### config.mk
export PLATFORM = sky130hd
export DESIGN_NAME = writeback_unit
export DESIGN_NICKNAME = d
export VERILOG_FILES = /design/src/rtl/pipeline_pkg.sv /design/src/rtl/regfile.sv /design/src/rtl/writeback_unit.sv
export SDC_FILE = /design/constraint.sdc
export NUM_CORES = 2
export LEC_CHECK = 0
export BUFFER_PORTS_ARGS = -buffer_cell sky130_fd_sc_hd__buf_2
export CAP_MARGIN = 40
export CORE_MARGIN = 1.5
export CORE_UTILIZATION = 59
export DETAILED_ROUTE_END_ITERATION = 10
export PLACE_DENSITY_LB_ADDON = 0.05
export SLEW_MARGIN = 20
export SYNTH_ARGS = -nofsm -noshare
export SYNTH_HDL_FRONTEND = slang
export SYNTH_HIERARCHICAL = 1
export SYNTH_SLANG_ARGS = --single-unit
### constraint.sdc
create_clock -name clk -period 3.7 [get_ports clk]
set_clock_uncertainty 0.1 [all_clocks]
set_input_delay 0.74 -clock clk [delete_from_list [all_inputs] [get_ports clk]]
set_output_delay 0.74 -clock clk [all_outputs]
set_load 0.05 [all_outputs]
### src/rtl/pipeline_pkg.sv
// Shared pipeline types: the MEM/WB register layout, writeback FSM states and
// architectural register-file dimensions.
package pipeline_pkg;

    localparam int XLEN       = 32;
    localparam int NUM_REGS   = 32;
    localparam int REG_ADDR_W = 5;

    typedef struct packed {
        logic [XLEN-1:0]       alu_result;
        logic [XLEN-1:0]       mem_read_data;
        logic [REG_ADDR_W-1:0] rd;
        logic                  reg_write;
        logic                  mem_to_reg;
    } mem_wb_reg_struct;

    typedef enum logic [1:0] {
        IDLE    = 2'd0,
        LATCHED = 2'd1,
        COMMIT  = 2'd2
    } wb_state_t;

    // Load results come from memory, everything else from the ALU.
    function automatic logic [XLEN-1:0] select_wb_data(input mem_wb_reg_struct entry);
        return entry.mem_to_reg ? entry.mem_read_data : entry.alu_result;
    endfunction

endpackage

### src/rtl/regfile.sv
// Architectural register file: two asynchronous read ports, one synchronous
// write port; x0 is hardwired to zero on both the write and read side.
module regfile
    import pipeline_pkg::*;
(
    input  logic                  clk,
    input  logic                  reset,
    input  logic [REG_ADDR_W-1:0] raddr1,
    input  logic [REG_ADDR_W-1:0] raddr2,
    output logic [XLEN-1:0]       rdata1,
    output logic [XLEN-1:0]       rdata2,
    input  logic                  we,
    input  logic [REG_ADDR_W-1:0] waddr,
    input  logic [XLEN-1:0]       wdata
);

    logic [XLEN-1:0] regs [NUM_REGS];

    always_ff @(posedge clk or negedge reset) begin
        if (!reset) begin
            for (int i = 0; i < NUM_REGS; i++) begin
                regs[i] <= '0;
            end
        end else if (we && (waddr != '0)) begin
            regs[waddr] <= wdata;
        end
    end

    assign rdata1 = (raddr1 == '0) ? '0 : regs[raddr1];
    assign rdata2 = (raddr2 == '0) ? '0 : regs[raddr2];

endmodule

### src/rtl/writeback_unit.sv
// Writeback stage: latches one MEM/WB entry, optionally holds it, then commits
// it to the register file for one cycle with a read bypass during commit.
module writeback_unit
    import pipeline_pkg::*;
(
    input  logic                  clk,
    input  logic                  reset,
    input  logic                  mem_wb_push_done,
    input  mem_wb_reg_struct      mem_wb_reg,
    input  logic                  wb_hold,
    output logic                  wb_valid,
    input  logic [REG_ADDR_W-1:0] rs1_addr,
    input  logic [REG_ADDR_W-1:0] rs2_addr,
    output logic [XLEN-1:0]       rs1_data,
    output logic [XLEN-1:0]       rs2_data,
    output logic                  wb_commit,
    output logic [REG_ADDR_W-1:0] wb_rd,
    output logic [XLEN-1:0]       wb_data,
    output logic [63:0]           retired_count,
    output logic                  protocol_err
);

    wb_state_t        state;
    mem_wb_reg_struct wb_buf;
    logic             commit_we;
    logic [XLEN-1:0]  rf_rdata1;
    logic [XLEN-1:0]  rf_rdata2;

    assign wb_valid = (state == IDLE) && !wb_hold;

    // Commit outputs are loaded on the LATCHED->COMMIT edge so they are
    // registered and aligned with the COMMIT state.
    always_ff @(posedge clk or negedge reset) begin
        if (!reset) begin
            state         <= IDLE;
            wb_buf        <= '0;
            wb_commit     <= 1'b0;
            wb_rd         <= '0;
            wb_data       <= '0;
            commit_we     <= 1'b0;
            retired_count <= '0;
            protocol_err  <= 1'b0;
        end else begin
            if (mem_wb_push_done && (state != IDLE)) begin
                protocol_err <= 1'b1;
            end
            case (state)
                IDLE: begin
                    if (mem_wb_push_done) begin
                        wb_buf <= mem_wb_reg;
                        state  <= LATCHED;
                    end
                end
                LATCHED: begin
                    if (!wb_hold) begin
                        state     <= COMMIT;
                        wb_commit <= 1'b1;
                        wb_rd     <= wb_buf.rd;
                        wb_data   <= select_wb_data(wb_buf);
                        commit_we <= wb_buf.reg_write && (wb_buf.rd != '0);
                    end
                end
                COMMIT: begin
                    state         <= IDLE;
                    wb_commit     <= 1'b0;
                    wb_rd         <= '0;
                    wb_data       <= '0;
                    commit_we     <= 1'b0;
                    retired_count <= retired_count + 64'd1;
                end
                default: begin
                    state <= IDLE;
                end
            endcase
        end
    end

    regfile u_regfile (
        .clk    (clk),
        .reset  (reset),
        .raddr1 (rs1_addr),
        .raddr2 (rs2_addr),
        .rdata1 (rf_rdata1),
        .rdata2 (rf_rdata2),
        .we     (commit_we),
        .waddr  (wb_rd),
        .wdata  (wb_data)
    );

    // commit_we is only ever set while committing, so it alone qualifies the bypass.
    always_comb begin
        rs1_data = rf_rdata1;
        rs2_data = rf_rdata2;
        if (commit_we && (rs1_addr == wb_rd)) begin
            rs1_data = wb_data;
        end
        if (commit_we && (rs2_addr == wb_rd)) begin
            rs2_data = wb_data;
        end
    end

endmodule

**Word-level counts from Yosys, hierarchy flattened**

Index checks and enable logic that the tools add are counted.

- Memories: 0
- Bits in registers: 1201
- Bits in latches: 0
- Input port bits: 85
- Memory bits (read-only): 0
- Bits in writable memories: 0
- Word-level logic and storage cells: 101

- $mul: 0
- Divide/modulo/power cells: 0
- Bitwise logic cells: 3
- Equal/unequal tests: 6
- Magnitude comparators: 4
- Shift operators: 0
- Add/subtract/negate cells: 1
- Reduce and logical (&&, ||, !) cells: 18
- Mux-type cells: 25

Operators with widths:

| cell | number |
|---|---|
| $bwmux W1024 | 1 |
| $mux W32 | 11 |
| $bmux W32 S5 | 2 |
| $demux W32 S5 | 1 |
| $add A64 B1 Y64 const B | 1 |
| $pmux W32 S2 | 1 |
| $ge A6 B6 Y1 const B | 3 |
| $not A5 Y6 | 3 |
| $eq A5 B5 Y1 | 2 |
| $logic_not A5 Y1 | 2 |
| $pmux W5 S2 | 1 |
| $reduce_bool A5 Y1 | 2 |
| $logic_and A1 B1 Y1 | 7 |
| $lt A6 B1 Y1 const B | 1 |
| $reduce_and A2 Y1 | 3 |
| $mux W5 | 1 |
| $mux W2 | 2 |
| $ne A2 B2 Y1 const B | 2 |
| $pmux W1 S2 | 2 |
| $pmux W2 S2 | 1 |
| $reduce_bool A2 Y1 | 2 |
| $eq A2 B1 Y1 const B | 1 |
| $eq A2 B2 Y1 const B | 1 |
| $logic_not A2 Y1 | 1 |
| 2 further kinds | 3 |

**Longest topological paths before layout**

- Word-level depth: 6
- Depth in mapped cells: 8

**By module**

Netlist, hierarchy kept.

Modules (own cells, without submodules):

| module | sequential area each (µm²) | cells an instance | area an instance (µm²) | instances |
|---|---|---|---|---|
| regfile | 25624.6 | 3621 | 54369.6 | 1 |
| writeback_unit | 4429.2 | 687 | 8341.8 | 1 |

**Worst setup path after synthesis**

No wires, ideal clock.

- Kind: input-to-output
- Start point: in rs2_addr[1]
- End point: out rs2_data[3]
- Stages: 7
- Data arrival time: 2.634 ns
- Slack: 0.226 ns
- Data required time: 2.860 ns
- Path buffers: 2
- Cell sequence: buf_2 > buf_2 > mux4_2 > mux2_2 > o21ai_0 > a311oi_1 > mux2_1

- Cells in the longest elaborated chain, start to end: 6
- Elaborated cells between the ends (all ways): 9
- Those cells by class: eq/ne: 1; mux: 5; bitwise: 1; reduce/logical: 2

Ends and longest elaborated chain:

| what | line | source |
|---|---|---|
| start, declared | writeback_unit.sv:13 | `input logic [REG_ADDR_W-1:0] rs2_addr,` |
| $not A5 Y6 (implied by the code) | regfile.sv:30 | `assign rdata2 = (raddr2 == '0) ? '0 : regs[raddr2];` |
| $bmux W32 S5 | regfile.sv:30 |  |
| $mux W32 (implied by the code) (2 in a row) | regfile.sv:30 |  |
| $mux W32 (*) | regfile.sv:30 |  |
| named net rf_rdata2[3] | writeback_unit.sv:27 | `logic [XLEN-1:0] rf_rdata2;` |
| $mux W32 (*) | writeback_unit.sv:97 | `if (commit_we && (rs2_addr == wb_rd)) begin` |
| end, declared | writeback_unit.sv:15 | `output logic [XLEN-1:0] rs2_data,` |

The timed path passes the listed nets; every way through them passes the cells marked *. The select of a mux whose other input is x is not followed.

**Worst setup path after layout**

- Start point: in rs1_addr[3]
- End point: out rs1_data[20]

- Cells in the longest elaborated chain, start to end: 6
- Elaborated cells between the ends (all ways): 9
- Those cells by class: eq/ne: 1; mux: 5; bitwise: 1; reduce/logical: 2

Ends and longest elaborated chain:

| what | line | source |
|---|---|---|
| start, declared | writeback_unit.sv:12 | `input logic [REG_ADDR_W-1:0] rs1_addr,` |
| $not A5 Y6 (implied by the code) | regfile.sv:29 | `assign rdata1 = (raddr1 == '0) ? '0 : regs[raddr1];` |
| $bmux W32 S5 | regfile.sv:29 |  |
| $mux W32 (implied by the code) (2 in a row) | regfile.sv:29 |  |
| $mux W32 | regfile.sv:29 |  |
| $mux W32 (*) | writeback_unit.sv:94 | `if (commit_we && (rs1_addr == wb_rd)) begin` |
| end, declared | writeback_unit.sv:14 | `output logic [XLEN-1:0] rs1_data,` |

Mark *: on every way between the ends. The rest lies on a longest branch, timed or not. The select of a mux whose other input is x is not followed.

==> flow_metrics.py <==
metrics = {
    "outcome": {
        "violations": "design-rule violations, negative setup slack",
        "status": "finished with violations",
    },
    "pwr": {
        "pwr-share-comb_pct": 30.4,
        "ir_worst_vdd_uv": 696.1,
        "p_leak_nw": 35.04,
        "cellPowerDensity_nw_per_um2": 648.0,
        "swShare_pct": 33.04,
        "power.switching_mw": 16.19,
        "p_int_mw": 32.82,
        "pwr-share-seq_pct": 41.5,
        "p_clk_share_pct": 28.1,
    },
    "synth": {
        "ys_types": 50,
        "ys_top_cells_by_count": "dfrtp_1 (1201), mux2_2 (1176), mux4_2 (448)",
        "synth_edf_count": 0,
        "synth_largest_area_cell": "dfrtp_1",
        "ys_async_sr_fraction_pct": 100.0,
        "netlist_instances": 4308,
        "synth_mux_area_share_pct": 40.05,
        "ys.flop_type": "dfrtp_1",
        "ys_ff_latch": 1201,
        "synth.most_common_cell": "dfrtp_1",
        "synth-xor-area-share_pct": 1.020,
        "synth_top_family_by_area": "multiplexers",
        "netlist.area_leader.share_pct": 47.92,
        "ys_seq_area_share_pct": 47.92,
        "synth.cell_area_um2": 62710,
        "synthesis.nets": 4394,
        "ys_warn_count": 6,
        "synth.area.top_cells": "dfrtp_1 (48%), mux2_2 (21%), mux4_2 (16%), mux2i_1 (2.6%), clkbuf_1 (1.5%)",
        "synth_area_per_cell_um2": 14.56,
        "synth_compound_area_share_pct": 4.477,
        "synth_simple_gate_area_share_pct": 3.095,
        "synth_fa_ha_area_share_pct": 0.01995,
    },
    "route": {
        "drt-initial-drc-count": 4944,
        "viasPerCell": 7.011,
        "wl_met1_um": 82600,
        "wl_um": 212300,
        "drt_first_pass_iters": 9,
        "post_drt_wl_per_cell_um": 33.83,
        "post-route-drc-count": 10,
        "met3_length_um": 20370,
        "top_layer_used": "met5",
        "vias": 44000,
        "ant_nets": 0,
        "wl_met2_um": 97940,
    },
    "run": {
        "drv_cap": 0,
    },
    "timing": {
        "period_needed_ns": 3.757,
        "timing.setup.tns_ns": -0.4588,
        "rsz0062_at_grt": "yes",
        "hold_viol_final": 0,
        "max_slew_margin_pct": 33.41,
        "tightest_slew_ns": 0.9989,
        "period_share_pct": 101.5,
        "slew_viol_final": 0,
        "fmax_ghz": 0.2662,
        "setup_viol": 19,
        "fin_ws_ns": -0.05707,
    },
    "worst_setup_path": {
        "worstSetupPathType": "in2out",
        "cp-start-kind": "primary input",
        "worstPathMaxFanout": 17,
        "end_kind": "output port",
        "crit_path_frequent_cell": "buf_12",
        "worstPathRequired_ns": 2.86,
        "crit_path_cell_trace": "buf_2 -> buf_4 -> buf_12 -> xor2_1 -> nor4_1 -> and3_4 -> buf_12 -> mux2_2 -> buf_12",
        "cp_top_family": "buffers and inverters",
        "cp_slowest_cell": "mux2_2",
        "critPathBufInv": 5,
        "cp_data_arrival_time_ns": 2.92,
        "slowest_delay_ns": 0.43,
    },
    "clock_network": {
        "clock_sinks": 1201,
        "cts.clk_slew.worst_paths_ns": 0.06,
        "cts_tree": "yes",
        "cts_buffers": 136,
        "cts-root-buf": "clkbuf_16",
        "cts_max_level": 4,
        "cts_buffer_depth": 3,
        "clk_latency_ns": 0.75,
    },
    "grt": {
        "grt_max_degree": 111,
        "grt_usage_pct": 39.50,
        "grt_overflow": 0,
        "grt_antenna_before_repair": 12,
        "grt_pass1_vias": 44540,
        "grt_pass1_wl_um": 308900,
    },
    "final_layout": {
        "fin_nets": 4857,
        "syn_to_final_growth_pct": 20.62,
        "n_fill_cell": 6934,
        "multi_input_area_um2": 31300,
        "finish.utilization_pct": 71.75,
        "drive_gt1_share_pct": 57.23,
        "ff_latch_area_um2": 30060,
    },
    "die": {
        "io_pins": 253,
        "die-area_um2": 108300,
        "coreArea_um2": 105400,
        "die_w_um": 329.0,
        "dieHeight_um": 329.0,
        "rows": 119,
        "initial_core_util_pct": 59.49,
    },
    "place": {
        "portBuffers": 252,
        "dp_hpwl_um": 135700,
        "place_congestion": 0.8753,
    },
    "hold_path": {
        "worstHoldPathType": "in2reg",
    },
}
==> stage by stage <==
| stage | worst slack (ns) | hold slack, ns | power, mW | area, µm² | std cells |
|---|---|---|---|---|---|
| 3_3_place_gp | -0.4018 | 0.2792 | 33.90 | 69330 | 5969 |
| 6_report | -0.05707 | 0.1206 | 49.02 | 75640 | 6276 |
| 3_5_place_dp | -0.4012 | 0.2833 | 34.58 | 69510 | 5977 |
| 5_1_grt | -0.05343 | 0.1069 | 50.76 | 75640 | 6275 |
| 4_1_cts | -0.05058 | 0.08649 | 48.63 | 75060 | 6252 |
| 2_1_floorplan | 0.2256 | 0.3413 | 29.12 | 62710 | 4308 |
==> worst reg2reg max path: stages, from the launching register on <==
cell,delay [ns]
dfrtp_2,0.43
buf_4,0.19
nand2b_1,0.19
nor3_1,0.55
nand3_4,0.69
buf_4,0.51
mux2_2,0.31
==> what timing repair did <==
action	in CTS	in global routing
setup endpoints to repair	64	62
pin swaps	9	9
endpoints found under the hold margin	23	0
cloned	9	4
resized for setup	142	94
setup buffers	19	14
hold buffers	1	0
==> worst paths after layout <==
kind	cells past startpoint	endpoint	slack (ns)	startpoint
setup / recovery	9	rs1_data[20]	-0.06	rs1_addr[3]
hold / removal	2	wb_buf[6]$_DFFE_PN0P_	0.12	mem_wb_reg[6]
setup reg to reg	6	u_regfile/regs[807]$_DFFE_PN0P_	0.60	wb_rd[3]$_DFFE_PN0P_
hold reg to reg	0	u_regfile/regs[1005]$_DFFE_PN0P_	0.29	u_regfile/regs[1005]$_DFFE_PN0P_
max in group asynchronous	3	u_regfile/regs[973]$_DFFE_PN0P_	1.81	reset
min in group asynchronous	2	retired_count[42]$_DFFE_PN0P_	0.42	reset
==> cells in the final DEF, fill, tap and decap left out, types with 7 or more instances in the layout <==
cell,n
clkbuf_8,36
mux4_2,448
a22oi_1,49
a221oi_1,33
xnor2_1,46
dfrtp_1,1196
o21ai_2,11
o21ai_1,42
nand2_1,78
a221oi_2,12
mux2_2,1164
clkbuf_16,146
buf_6,21
a22oi_2,15
buf_4,395
buf_16,16
nor2_4,14
nor4_1,8
o2111ai_1,18
buf_12,141
clkinv_2,22
mux2i_1,161
nor2_1,20
bufbuf_16,7
clkbuf_1,32
nand3_1,54
nand4_1,26
a211oi_2,21
buf_2,198
mux2_4,16
buf_8,8
nor2b_1,68
a311oi_2,26
xor2_1,27
o21ai_0,92
nor3_1,12
a211oi_1,42
nand2_2,12
a311oi_1,38
mux2_1,11
==> cell families (layout without fill, tap and decap cells) <==
kind of cell               count (synthesis)  count (layout)
muxes                                   1800            1800
DFF                                     1201            1201
adders and majority gates                  1               1
xor gates and xnor gates                  73              73
and+or+nand+nor                          356             357
buffers and inverters                    476            1047
AOI/OAI and AO/OA                        401             401
other                                      0               5
==> registers in the layout (all words and copies together) (netlist names), 2 cells and up <==
| register | count |
|---|---|
| u_regfile/regs | 1024 |
| wb_buf | 71 |
| retired_count | 64 |
| wb_data | 32 |
| wb_rd | 5 |
| state | 2 |
==> area by class of cell <==
| type | instances | area share (%) |
|---|---|---|
| multi-input combinational | 2632 | 41.39 |
| sequential | 1201 | 39.74 |
| timing repair buffer | 793 | 10.48 |
| clock buffer | 210 | 5.512 |
| tap | 1391 | 2.301 |
| clock inverter | 37 | 0.5244 |
| inverter | 7 | 0.03805 |
| antenna | 5 | 0.01654 |
==> power by group through the flow <==
stage	Sequential (mW)	Combinational (mW)	Clock, mW
after floorplan	19.7	9.45	0
after global placement	20.3	13.6	0
after detailed placement	20.4	14.2	0
after CTS	20.2	14.6	13.9
after global routing	20.7	15.6	14.4
final	20.4	14.9	13.8
==> metal layers <==
layer | vias up | GRT usage (%)
met3 | 597 | 9.400
met1 | 23470 | 53.97
li1 | 17500 | -
met5 | - | 0
met2 | 2424 | 60.00
met4 | 12 | 19.04
Note: power is estimated with default switching activity, not from simulation.
